**config.mk**
```make
export PLATFORM = sky130hd
export DESIGN_NAME = reorder_buffer
export DESIGN_NICKNAME = d
export VERILOG_FILES = /design/src/rtl/reorder_buffer.sv
export SDC_FILE = /design/constraint.sdc
export NUM_CORES = 2
export LEC_CHECK = 0
export CORE_ASPECT_RATIO = 0.8
export CORE_MARGIN = 5
export CORE_UTILIZATION = 50
export DETAILED_ROUTE_END_ITERATION = 8
export PLACE_DENSITY = 0.7
export SETUP_SLACK_MARGIN = 0.4
export SYNTH_ARGS = -nofsm -noshare
export SYNTH_HDL_FRONTEND = slang
export SYNTH_SLANG_ARGS = --single-unit
```
**constraint.sdc**
```tcl
create_clock -name clk -period 5.1 [get_ports clk]
set_clock_uncertainty 0.1 [all_clocks]
set_input_delay 1.02 -clock clk [delete_from_list [all_inputs] [get_ports clk]]
set_output_delay 1.02 -clock clk [all_outputs]
set_load 0.05 [all_outputs]
```
**src/rtl/reorder_buffer.sv**
```systemverilog
// In-order retirement buffer between the CDB and the register file.
// Optional macro ROB_CDB_BYPASS_EN: let a not-yet-ready head commit straight from the CDB.
`ifndef PcLength
`define PcLength 31
`endif
`ifndef DataLength
`define DataLength 31
`endif

module reorder_buffer #(
    parameter int RobDepth      = 16,
    parameter int RobAddrLength = 3,
    parameter int RdLength      = 4
) (
    input  logic                 clk,
    input  logic                 rst,
    input  logic                 rdy,
    input  logic                 is_empty_from_decoder,
    input  logic [`PcLength:0]   pc_from_decoder,
    input  logic [RdLength:0]    rd_from_decoder,
    input  logic                 is_valid_from_cdb,
    input  logic [`PcLength:0]   pc_from_cdb,
    input  logic [`DataLength:0] data_from_cdb,
    input  logic                 is_mispredict_from_cdb,
    input  logic [`PcLength:0]   target_from_cdb,
    output logic                 is_full_to_decoder,
    output logic                 is_commit_to_rf,
    output logic                 is_exception_to_rf,
    output logic [RdLength:0]    rd_to_rf,
    output logic [`DataLength:0] data_to_rf,
    output logic [`PcLength:0]   pc_to_rf,
    output logic [`PcLength:0]   target_pc_to_fetch
);

    localparam logic [RobAddrLength+1:0] FullCount = (RobAddrLength+2)'(RobDepth);

    logic [RobAddrLength:0]   head_q, head_d, tail_q, tail_d;
    logic [RobAddrLength+1:0] count_q, count_d;

    logic                 busy_q   [RobDepth];
    logic                 busy_d   [RobDepth];
    logic                 ready_q  [RobDepth];
    logic                 ready_d  [RobDepth];
    logic                 misp_q   [RobDepth];
    logic                 misp_d   [RobDepth];
    logic [`PcLength:0]   pc_q     [RobDepth];
    logic [`PcLength:0]   pc_d     [RobDepth];
    logic [`PcLength:0]   target_q [RobDepth];
    logic [`PcLength:0]   target_d [RobDepth];
    logic [RdLength:0]    rd_q     [RobDepth];
    logic [RdLength:0]    rd_d     [RobDepth];
    logic [`DataLength:0] data_q   [RobDepth];
    logic [`DataLength:0] data_d   [RobDepth];

    logic                 is_commit_q, is_commit_d;
    logic                 is_exception_q, is_exception_d;
    logic [RdLength:0]    rd_out_q, rd_out_d;
    logic [`DataLength:0] data_out_q, data_out_d;
    logic [`PcLength:0]   pc_out_q, pc_out_d;
    logic [`PcLength:0]   target_out_q, target_out_d;

    logic                 alloc, commit, hd_misp;
    logic [`DataLength:0] hd_data;
    logic [`PcLength:0]   hd_target;

    assign is_full_to_decoder = (count_q == FullCount);

    always_comb begin
        head_d         = head_q;
        tail_d         = tail_q;
        count_d        = count_q;
        busy_d         = busy_q;
        ready_d        = ready_q;
        misp_d         = misp_q;
        pc_d           = pc_q;
        target_d       = target_q;
        rd_d           = rd_q;
        data_d         = data_q;
        is_commit_d    = 1'b0;
        is_exception_d = 1'b0;
        rd_out_d       = rd_out_q;
        data_out_d     = data_out_q;
        pc_out_d       = pc_out_q;
        target_out_d   = target_out_q;
        alloc          = 1'b0;
        commit         = 1'b0;
        hd_misp        = misp_q[head_q];
        hd_data        = data_q[head_q];
        hd_target      = target_q[head_q];

        if (rdy) begin
            // Full is judged on the pre-edge count, so a full buffer rejects even while committing.
            alloc = !is_empty_from_decoder && !is_full_to_decoder;
            if (busy_q[head_q] && ready_q[head_q]) begin
                commit = 1'b1;
            end
`ifdef ROB_CDB_BYPASS_EN
            else if (busy_q[head_q] && is_valid_from_cdb && pc_q[head_q] == pc_from_cdb) begin
                commit    = 1'b1;
                hd_misp   = is_mispredict_from_cdb;
                hd_data   = data_from_cdb;
                hd_target = target_from_cdb;
            end
`endif

            for (int i = 0; i < RobDepth; i++) begin
                if (is_valid_from_cdb && busy_q[i] && pc_q[i] == pc_from_cdb) begin
                    ready_d[i]  = 1'b1;
                    data_d[i]   = data_from_cdb;
                    misp_d[i]   = is_mispredict_from_cdb;
                    target_d[i] = target_from_cdb;
                end
            end

            if (commit) begin
                is_commit_d    = 1'b1;
                rd_out_d       = rd_q[head_q];
                data_out_d     = hd_data;
                pc_out_d       = pc_q[head_q];
                busy_d[head_q] = 1'b0;
                head_d         = head_q + (RobAddrLength+1)'(1);
            end

            if (alloc) begin
                busy_d[tail_q]  = 1'b1;
                ready_d[tail_q] = 1'b0;
                pc_d[tail_q]    = pc_from_decoder;
                rd_d[tail_q]    = rd_from_decoder;
                tail_d          = tail_q + (RobAddrLength+1)'(1);
            end

            count_d = count_q + (RobAddrLength+2)'(alloc) - (RobAddrLength+2)'(commit);

            // A mispredicted head flushes everything, discarding this edge's allocation and CDB write.
            if (commit && hd_misp) begin
                is_exception_d = 1'b1;
                target_out_d   = hd_target;
                for (int i = 0; i < RobDepth; i++) begin
                    busy_d[i] = 1'b0;
                end
                head_d  = '0;
                tail_d  = '0;
                count_d = '0;
            end
        end
    end

    always_ff @(posedge clk or negedge rst) begin
        if (!rst) begin
            head_q         <= '0;
            tail_q         <= '0;
            count_q        <= '0;
            is_commit_q    <= 1'b0;
            is_exception_q <= 1'b0;
            rd_out_q       <= '0;
            data_out_q     <= '0;
            pc_out_q       <= '0;
            target_out_q   <= '0;
            for (int i = 0; i < RobDepth; i++) begin
                busy_q[i]   <= 1'b0;
                ready_q[i]  <= 1'b0;
                misp_q[i]   <= 1'b0;
                pc_q[i]     <= '0;
                target_q[i] <= '0;
                rd_q[i]     <= '0;
                data_q[i]   <= '0;
            end
        end else begin
            head_q         <= head_d;
            tail_q         <= tail_d;
            count_q        <= count_d;
            is_commit_q    <= is_commit_d;
            is_exception_q <= is_exception_d;
            rd_out_q       <= rd_out_d;
            data_out_q     <= data_out_d;
            pc_out_q       <= pc_out_d;
            target_out_q   <= target_out_d;
            busy_q         <= busy_d;
            ready_q        <= ready_d;
            misp_q         <= misp_d;
            pc_q           <= pc_d;
            target_q       <= target_d;
            rd_q           <= rd_d;
            data_q         <= data_d;
        end
    end

    assign is_commit_to_rf    = is_commit_q;
    assign is_exception_to_rf = is_exception_q;
    assign rd_to_rf           = rd_out_q;
    assign data_to_rf         = data_out_q;
    assign pc_to_rf           = pc_out_q;
    assign target_pc_to_fetch = target_out_q;

endmodule

```
* Yosys cells after proc, flatten, opt, wreduce, memory -nomap -nowiden *
Index checks and enable logic that the tools add are counted.
W data, S select, Z words.

operators by class
  add/sub/neg operators = 4
  order comparisons = 4
  equality and inequality tests = 17
  muxes and demuxes = 79
  bitwise gates (word level) = 7
  reduce and logical (&&, ||, !) cells = 62

operators with widths
  operator               number
  $bwmux W512            1
  $eq A32 B32 Y1         16
  $bmux W32 S4           3
  $mux W32               7
  $demux W32 S4          1
  $bwmux W80             1
  $mux W16               5
  $mux W1                46
  $reduce_and A2 Y1      21
  $logic_and A1 B1 Y1    37
  $and A16 B16 Y16       2
  $not A16 Y16           2
  $bmux W5 S4            1
  $demux W5 S4           1
  $mux W5                4
  $mux W4                4
  $or A16 B16 Y16        1
  $bmux W1 S4            3
  $ge A5 B5 Y1 const B   2
  $lt A5 B1 Y1 const B   2
  $not A4 Y5             2
  $add A4 B1 Y4 const B  2
  $demux W1 S4           2
  $add A5 B1 Y5          1
  4 further kinds        6

storage, ports and cells
  register bits after elaboration = 1,780
  bits of input ports = 139
  output and inout port bits = 104
  word-level logic and storage cells = 294

* Logic depth before layout (Yosys ltp) *
  word-level depth = 12
  gate-level depth with buffers = 18

* Worst setup path after synthesis *
Ideal clock, no wire load.

  path type = register to register
  from = reg count_q[3]
  to = reg count_q[4]
  library setup time = 0.090 ns
  data arrival time = 4.080 ns
  slack = 0.830 ns
  cell stages (with the launch flop) = 19
  buffers on the path = 1
  cells stage by stage = dfrtp_1 -> inv_1 -> ha_1 -> nand2_1 -> nor3_1 -> nor2_1 -> clkbuf_1 -> inv_1 -> ha_1 -> inv_1 -> ha_1 -> inv_1 -> fa_1 -> nand2b_1 -> a21oi_1 -> nor2_1 -> xnor2_1 -> or4_1 -> o221ai_1

between the ends
  longest elaborated chain between the ends = 6

RTL lines
  element                 RTL line  RTL
  start, declared         38        logic [RobAddrLength+1:0] count_q, count_d;
  start signal, assigned  171       count_q <= count_d;
  $eq A5 B5 Y1            66        assign is_full_to_decoder = (count_q == FullCount);
  via is_full_to_decoder  26        output logic is_full_to_decoder,
  $logic_not A1 Y1        93        alloc = !is_empty_from_decoder && !is_full_to_decoder;
  $logic_and A1 B1 Y1     93
  $add A5 B1 Y5           132       count_d = count_q + (RobAddrLength+2)'(alloc) - (RobAddrLength+2)'(commit);
  $sub A5 B1 Y5           132
  $mux W5                 135       if (commit && hd_misp) begin

The timed path passes the listed nets, and every way through them passes these cells.
A chain may end at the register's enable or synchronous reset.

* Final worst setup path *
  from = in pc_from_cdb[1]
  to = reg data_q[223] in the netlist's numbering

between the ends
  longest elaborated chain between the ends = 3

RTL lines
  element                             RTL line  RTL
  start, declared                     22        input logic [`PcLength:0] pc_from_cdb,
  $eq A32 B32 Y1                      107       if (is_valid_from_cdb && busy_q[i] && pc_q[i] == pc_from_cdb) begin
  $logic_and A1 B1 Y1                 107
  $reduce_and A2 Y1 (no source line)  n/a
  end signal, assigned                184       data_q <= data_d;
  end, declared                       52        logic [`DataLength:0] data_q [RobDepth];

Every way passes these cells.

==> flow_metrics.py <==
metrics = {
    "synth": {
        "yosysUniqueCellTypes": 56,
        "synth_edf_count": 0,
        "yosys.area_share.adder": 0.00229,
        "synth_top_family_by_area": "multiplexers",
        "yosysWarnings": 0,
        "synthFlopType": "dfrtp_1",
        "synth_largest_area_cell": "dfrtp_1",
        "synth-async-reset-ratio": 1.00,
        "synth.most_common_cell": "dfrtp_1",
        "netlist_instances": 5446,
        "synth.area.mux_share": 0.364,
        "yosysSeqAreaShare": 0.523,
        "syn_nets": 5600,
        "synth_xor_area_frac": 0.0528,
        "ys_top_cells_by_count": "dfrtp_1, mux2_2, mux4_2, xor2_1, clkbuf_1",
        "syn_area_sq_mm": 0.0852,
        "synth-simple-area-share": 0.0204,
        "postSynthAreaPerCell_sq_um": 15.6,
        "ys_ff_latch": 1780,
        "ys_top_cells_by_area": "dfrtp_1, mux2_2, mux4_2",
        "yosysTopAreaCellShare": 0.523,
        "synth_compound_area_frac": 0.00655,
    },
    "routing": {
        "ant_nets": 0,
        "vias": 50429,
        "dr.pass1.iters": 6,
        "post_drt_wl_per_cell_microns": 32.0,
        "drt-initial-drc-count": 4905,
        "wl_microns": 258000,
        "drc": 0,
        "via_per_inst": 6.26,
    },
    "cts": {
        "cts_tree": "done",
        "clk_pin_slew_ns": 0.06,
        "post_cts_resize_count": 0,
        "clock-sinks": 1780,
        "cts.htree.levels": 4,
        "cts_hold_buf": 1,
        "cts_setup_buffers": 0,
        "cts_root_buf": "clkbuf_16",
        "numCtsBuffers": 178,
        "clock_latency_ns": 0.85,
        "cts.path.max_buffers": 3,
    },
    "timing": {
        "hold_viol": 0,
        "fin_hold_ws_ns": 0.400,
        "relSlewSlack": 0.0961,
        "fmax_ghz": 0.232,
        "rsz0062_at_grt": "false",
        "tightest_slew_ns": 1.35,
        "final.setup.worst_slack_ns": 0.787,
        "setup_viol": 0,
        "fin_crit_ns": 4.31,
        "slew_viol_final": 0,
        "tns_ns": 0,
        "fin_crit_sh": 0.846,
    },
    "setup_path": {
        "critPathCaptureType": "flop",
        "path_class": "in -> reg",
        "worstPathArrival_ns": 4.91,
        "worstPathRequired_ns": 5.70,
        "start_kind": "input pin",
        "crit_fanout": 21,
        "reg2reg_slack_ns": 1.00,
        "regToRegEndpoint": "count_q[4]",
        "crit_start": "pc_from_cdb[1]",
        "r2r-start": "head_q[0]",
        "r2r_cells": 16,
    },
    "worst_hold_path": {
        "hold_start": "ready_q[8]",
        "min_path_type": "reg -> reg",
        "hold_depth": 2,
        "worstHoldEndpoint": "ready_q[8]",
    },
    "flow_run": {
        "drv_cap": 0,
    },
    "floorplan": {
        "dieWidth_microns": 472,
        "num_io_pins": 243,
        "core_sq_mm": 0.169,
        "fp.dieH_microns": 379,
        "initial_core_util": 0.503,
        "rows": 135,
        "dieArea_sq_mm": 0.179,
    },
    "placement": {
        "port_buffers": 242,
        "place.gp.congestion": 1.03,
        "dpl_worst_slack_ns": 0.200,
        "placed_cell_area_sq_mm": 0.0911,
        "place_hpwl_microns": 171000,
    },
    "layout": {
        "fin_nets": 5787,
        "fin_area_sq_mm": 0.0973,
        "n_fill_cell": 13109,
        "multi_input_area_sq_mm": 0.0382,
        "drive_above_1_share": 0.491,
        "area_growth_pct": 14.2,
        "seq_area_sq_mm": 0.0446,
    },
    "global_routing": {
        "antenna_found_initial": 32,
        "grtUsageTotal": 0.290,
        "grt_pass1_vias": 51326,
        "grt_pass1_wl_microns": 378000,
        "grt-ovfl-total": 0,
        "grt_max_degree": 156,
    },
    "power_and_ir_drop": {
        "p_leak_uw": 0.0460,
        "power_density_mw_per_mm2": 401,
        "vdd_drop_max_v": 0.000389,
    },
    "outcome": {
        "outcome": "finished, final reports clean",
    },
}
layout by cell type, fill, tap and decap left out, types with 16 or more instances in the layout:
cell type        netlist  routed
xnor2_1               17      17
xor2_1               497     497
inv_1                 17      17
nor3_1                41      19
bufinv_16              0      16
o21ai_0               27      27
clkdlybuf4s50_1        0     241
clkbuf_8               0      45
buf_4                 68     157
nor2_1                38      35
mux2_2              1739    1739
buf_12                 0      90
clkbuf_1             186      32
mux4_2               507     507
nand4_1               38      38
clkinv_2               0      34
nor3_2                 2      22
nand3_1               28      22
clkbuf_16              0     180
nand2_1               22      21
nor4_1               113     111
dfrtp_1             1780    1777
per-stage QoR:
stage	util	power, uW	cells
finish	0.574	39000	8050
global route	0.574	40200	8045
CTS	0.574	38900	8037
detailed placement	0.538	25100	7712
global placement	0.538	24900	7712
floorplan	-	21400	5446
registers in the layout, summed over array words and instances, names as in the netlist, 5 cells and up:
| signal | flops |
|---|---|
| pc_to_rf | 32 |
| busy_q | 16 |
| pc_q | 512 |
| target_q | 512 |
| misp_q | 16 |
| rd_q | 80 |
| target_pc_to_fetch | 32 |
| ready_q | 16 |
| data_to_rf | 32 |
| rd_to_rf | 5 |
| count_q | 5 |
| data_q | 512 |
worst max path at each step:
| stage | endpoint | slack, ns | cells past startpoint |
|---|---|---|---|
| after detailed placement | data_q[223] | 0.20 | 9 |
| after CTS | count_q[4] | 0.98 | 16 |
| after global routing | count_q[4] | 0.74 | 16 |
| after floorplan | count_q[4] | 0.83 | 18 |
| final | data_q[223] | 0.79 | 9 |
| after global placement | data_q[223] | 0.18 | 9 |
layer usage:
| layer | up-vias | global-route usage | wire length, microns |
|---|---|---|---|
| li1 | 20535 | - | - |
| met1 | 27629 | 0.433 | 115000 |
| met2 | 1863 | 0.411 | 111000 |
| met3 | 374 | 0.0887 | 24900 |
| met4 | 28 | 0.0821 | 7480 |
| met5 | - | 0 | 174 |
layout make-up:
cell class              instances  share of cell area
flip-flops and latches       1780               0.458
clock buffers                 257              0.0539
repair buffers                490              0.0558
diodes                         13            0.000334
well taps                    2260              0.0291
clock inverters                67             0.00944
multi-input cells            3164               0.393
inverters                      19            0.000810
critical path, cell delays in order:
cell	delay [ns]
clkdlybuf4s50_1	0.98
buf_4	0.27
xor2_1	0.25
nor4_1	0.92
nand4_1	0.20
nor3_2	0.28
buf_12	0.28
buf_4	0.31
mux2_2	0.37
power breakdown:
| group | total, uW | switching [uW] | internal [uW] | leakage (uW) |
|---|---|---|---|---|
| sequential | 17700 | 1840 | 15900 | 0.0243 |
| clock | 13800 | 5800 | 7990 | 0.00304 |
| combinational | 7530 | 4240 | 3290 | 0.0186 |
| total | 39000 | 11900 | 27100 | 0.0460 |
cells by family (layout without fill, tap and decap cells):
logic type	after synthesis	count (layout)
compound gates	79	79
xor+xnor	514	514
fa+ha+maj	15	15
buf+inv	502	833
flops	1780	1780
mux	2247	2247
other cells	0	13
simple gates	309	309
No activity file was read; power rests on OpenSTA's default activity.
==> RTL change: new RTL, same flow settings <==
Add a define of `ROB_CDB_BYPASS_EN`.
--- a/src/rtl/reorder_buffer.sv
+++ b/src/rtl/reorder_buffer.sv
@@ -2,2 +2,4 @@
 // Optional macro ROB_CDB_BYPASS_EN: let a not-yet-ready head commit straight from the CDB.
+`define ROB_CDB_BYPASS_EN
+
 `ifndef PcLength
Check against the original RTL: not settled (the Yosys comparison gave no result); the edit may change what the design does.
==> RTL change against the unedited design <==
Die area grew 2.1%; power grew 9.7%; via count grew 12%; final cell count grew 10%; non-clock buffer count grew 261; routed wire length grew 20%; sequential cell count is the same; cell area grew 5.2%; synthesized area grew 2.1%; worst setup slack lost 460 ps; critical path type is now reg2reg.
==> RTL change: results (changes against the unedited design) <==
* Syn Area/Cell at 14.5 µm² (was 15.6 µm²)
* Synth Warn # at 0 (unchanged)
* Share of cells above drive strength 1 at 45.8% (was 49.1%)
* Post-Route WL at 309 mm (was 258 mm)
* Largest net degree at the start of global routing at 152 (was 156)
* Final Hold Viols at 0 (unchanged)
* RePlAce Congestion at 1.07 (was 1.03)
* Vias in the first global route at 57777 (was 51326)
* CP Max Fanout at 11 (was 21)
* Hold Crit Class: in2async (was reg2reg)
* Placed wire-length estimate at 214 mm (was 171 mm)
* Placed cell area at 95500 µm² (was 91100 µm²)
* Worst Path Arrival at 5390 ps (was 4910 ps)
* Overall routing resource usage at 33.7% (was 29.0%)
* Syn_nets at 6155 (was 5600)
* Iter 0 DRT Violations at 6277 (was 4905)
* Flop-to-flop setup slack at 320 ps (was 1000 ps)
* CTS Hold Bufs at 0 (was 1)
* Leading cell types by count after synthesis: dfrtp_1, mux2_2, xor2_1 (was dfrtp_1, mux2_2, mux4_2)
* Status: complete, no violations (unchanged)
* Dpl cells at 8498 (was 7712)
* Nets@finish at 6563 (was 5787)
* LEAKAGE at 48.4 nW (was 46.0 nW)
* First-pass GRT wire length at 442 mm (was 378 mm)
* Worst rel slew slack at 5.02% (was 9.61%)
* Synth area leaders: dfrtp_1, mux2_2, mux4_2, xor2_1, mux2i_1 (was dfrtp_1, mux2_2, mux4_2, xor2_1, buf_2)
* Synth unique cells at 75 (was 56)
* Initial antenna violation count at 30 (was 32)
* Final std cells w/o fill at 8856 (was 8050)
* Vias per Instance at 6.39 (was 6.26)
* Reg2Reg Depth at 24 (was 16)
* NetSw at 14.3 mW (was 11.9 mW)
* Peak VDD IR at 0.323 mV (was 0.389 mV)
* Placement Setup Slack at -232 ps (was 200 ps)
-- RTL change: changes by cell type after synthesis, moves of 62 or more --
cell | unedited run | this run
a21oi_1 | 10 | 81
mux2i_1 | 1 | 197
clkbuf_1 | 186 | 369
nand2_1 | 22 | 115
buf_4 | 68 | 6
buf_2 | 168 | 64
mux4_2 | 507 | 434
mux2_2 | 1739 | 1664
-- RTL change: worst max-delay path, stage by stage, from the launching register on --
cell	delay (ps)
dfrtp_4	430
buf_12	150
buf_12	160
bufbuf_16	310
mux2_2	350
o22ai_1	300
nor3_1	100
nor4_1	390
o2bb2ai_1	230
nor3_4	210
buf_4	160
a41oi_4	130
inv_2	100
ha_4	200
inv_1	50
ha_2	170
inv_2	40
fa_2	340
inv_2	60
a21oi_1	60
nor2_1	110
nor2_1	60
xnor2_1	190
o21ai_1	100
o2bb2ai_1	130
-- RTL change: per-layer routing --
layer | GRT usage [%] | part of all wire (%)
met1 | 49.3 | 44
met2 | 47.4 | 42
met3 | 12.2 | 11
met4 | 9.53 | 3.1
met5 | 0.630 | 0.11
-- RTL change: final cells by class --
type	instances	area (µm²)	share of cell area [%]
inverters	51	191	0.187
flip-flops and latches	1780	44600	43.5
diodes	8	20.0	0.0196
well taps	2293	2870	2.80
multi-input cells	3647	40500	39.6
clock inverters	75	1000	0.981
clock buffers	251	5150	5.03
repair buffers	751	8030	7.85
-- RTL change: cell families after synthesis --
| group | after synthesis | synth area share [%] |
|---|---|---|
| and+or+nand+nor | 481 | 2.81 |
| buffers and inverters | 574 | 2.78 |
| xor gates and xnor gates | 540 | 5.44 |
| adders and majority gates | 15 | 0.224 |
| DFF | 1780 | 51.2 |
| AOI/OAI and AO/OA | 312 | 2.43 |
| muxes | 2299 | 35.1 |
-- RTL change: what timing repair did --
| action | 4_1_cts | 5_1_grt |
|---|---|---|
| endpoints found under the setup margin | 71 | 64 |
| gates cloned | 3 | 0 |
| buffers inserted | 16 | 5 |
| pin swaps | 12 | 18 |
| gates resized for setup | 53 | 31 |
-- RTL change: power groups by stage --
stage | registers [mW] | logic, mW | clock network [mW]
after global placement | 18.8 | 9.39 | 0
after global routing | 18.9 | 10.4 | 14.6
after CTS | 18.7 | 9.63 | 14.1
final | 18.8 | 10.1 | 13.9
after detailed placement | 18.9 | 9.46 | 0
after floorplan | 17.8 | 5.26 | 0
-- RTL change: worst min-delay path by stage --
stage	startpoint	end	slack [ps]	cells after the start
3_3_place_gp	data_to_rf[4]	data_to_rf[4]	360	2
2_1_floorplan	count_q[4]	count_q[4]	360	1
5_1_grt	rst	rd_to_rf[0]	70	1
6_report	rst	rd_to_rf[0]	10	1
4_1_cts	rst	rd_to_rf[0]	90	1
3_5_place_dp	pc_to_rf[7]	pc_to_rf[7]	370	2
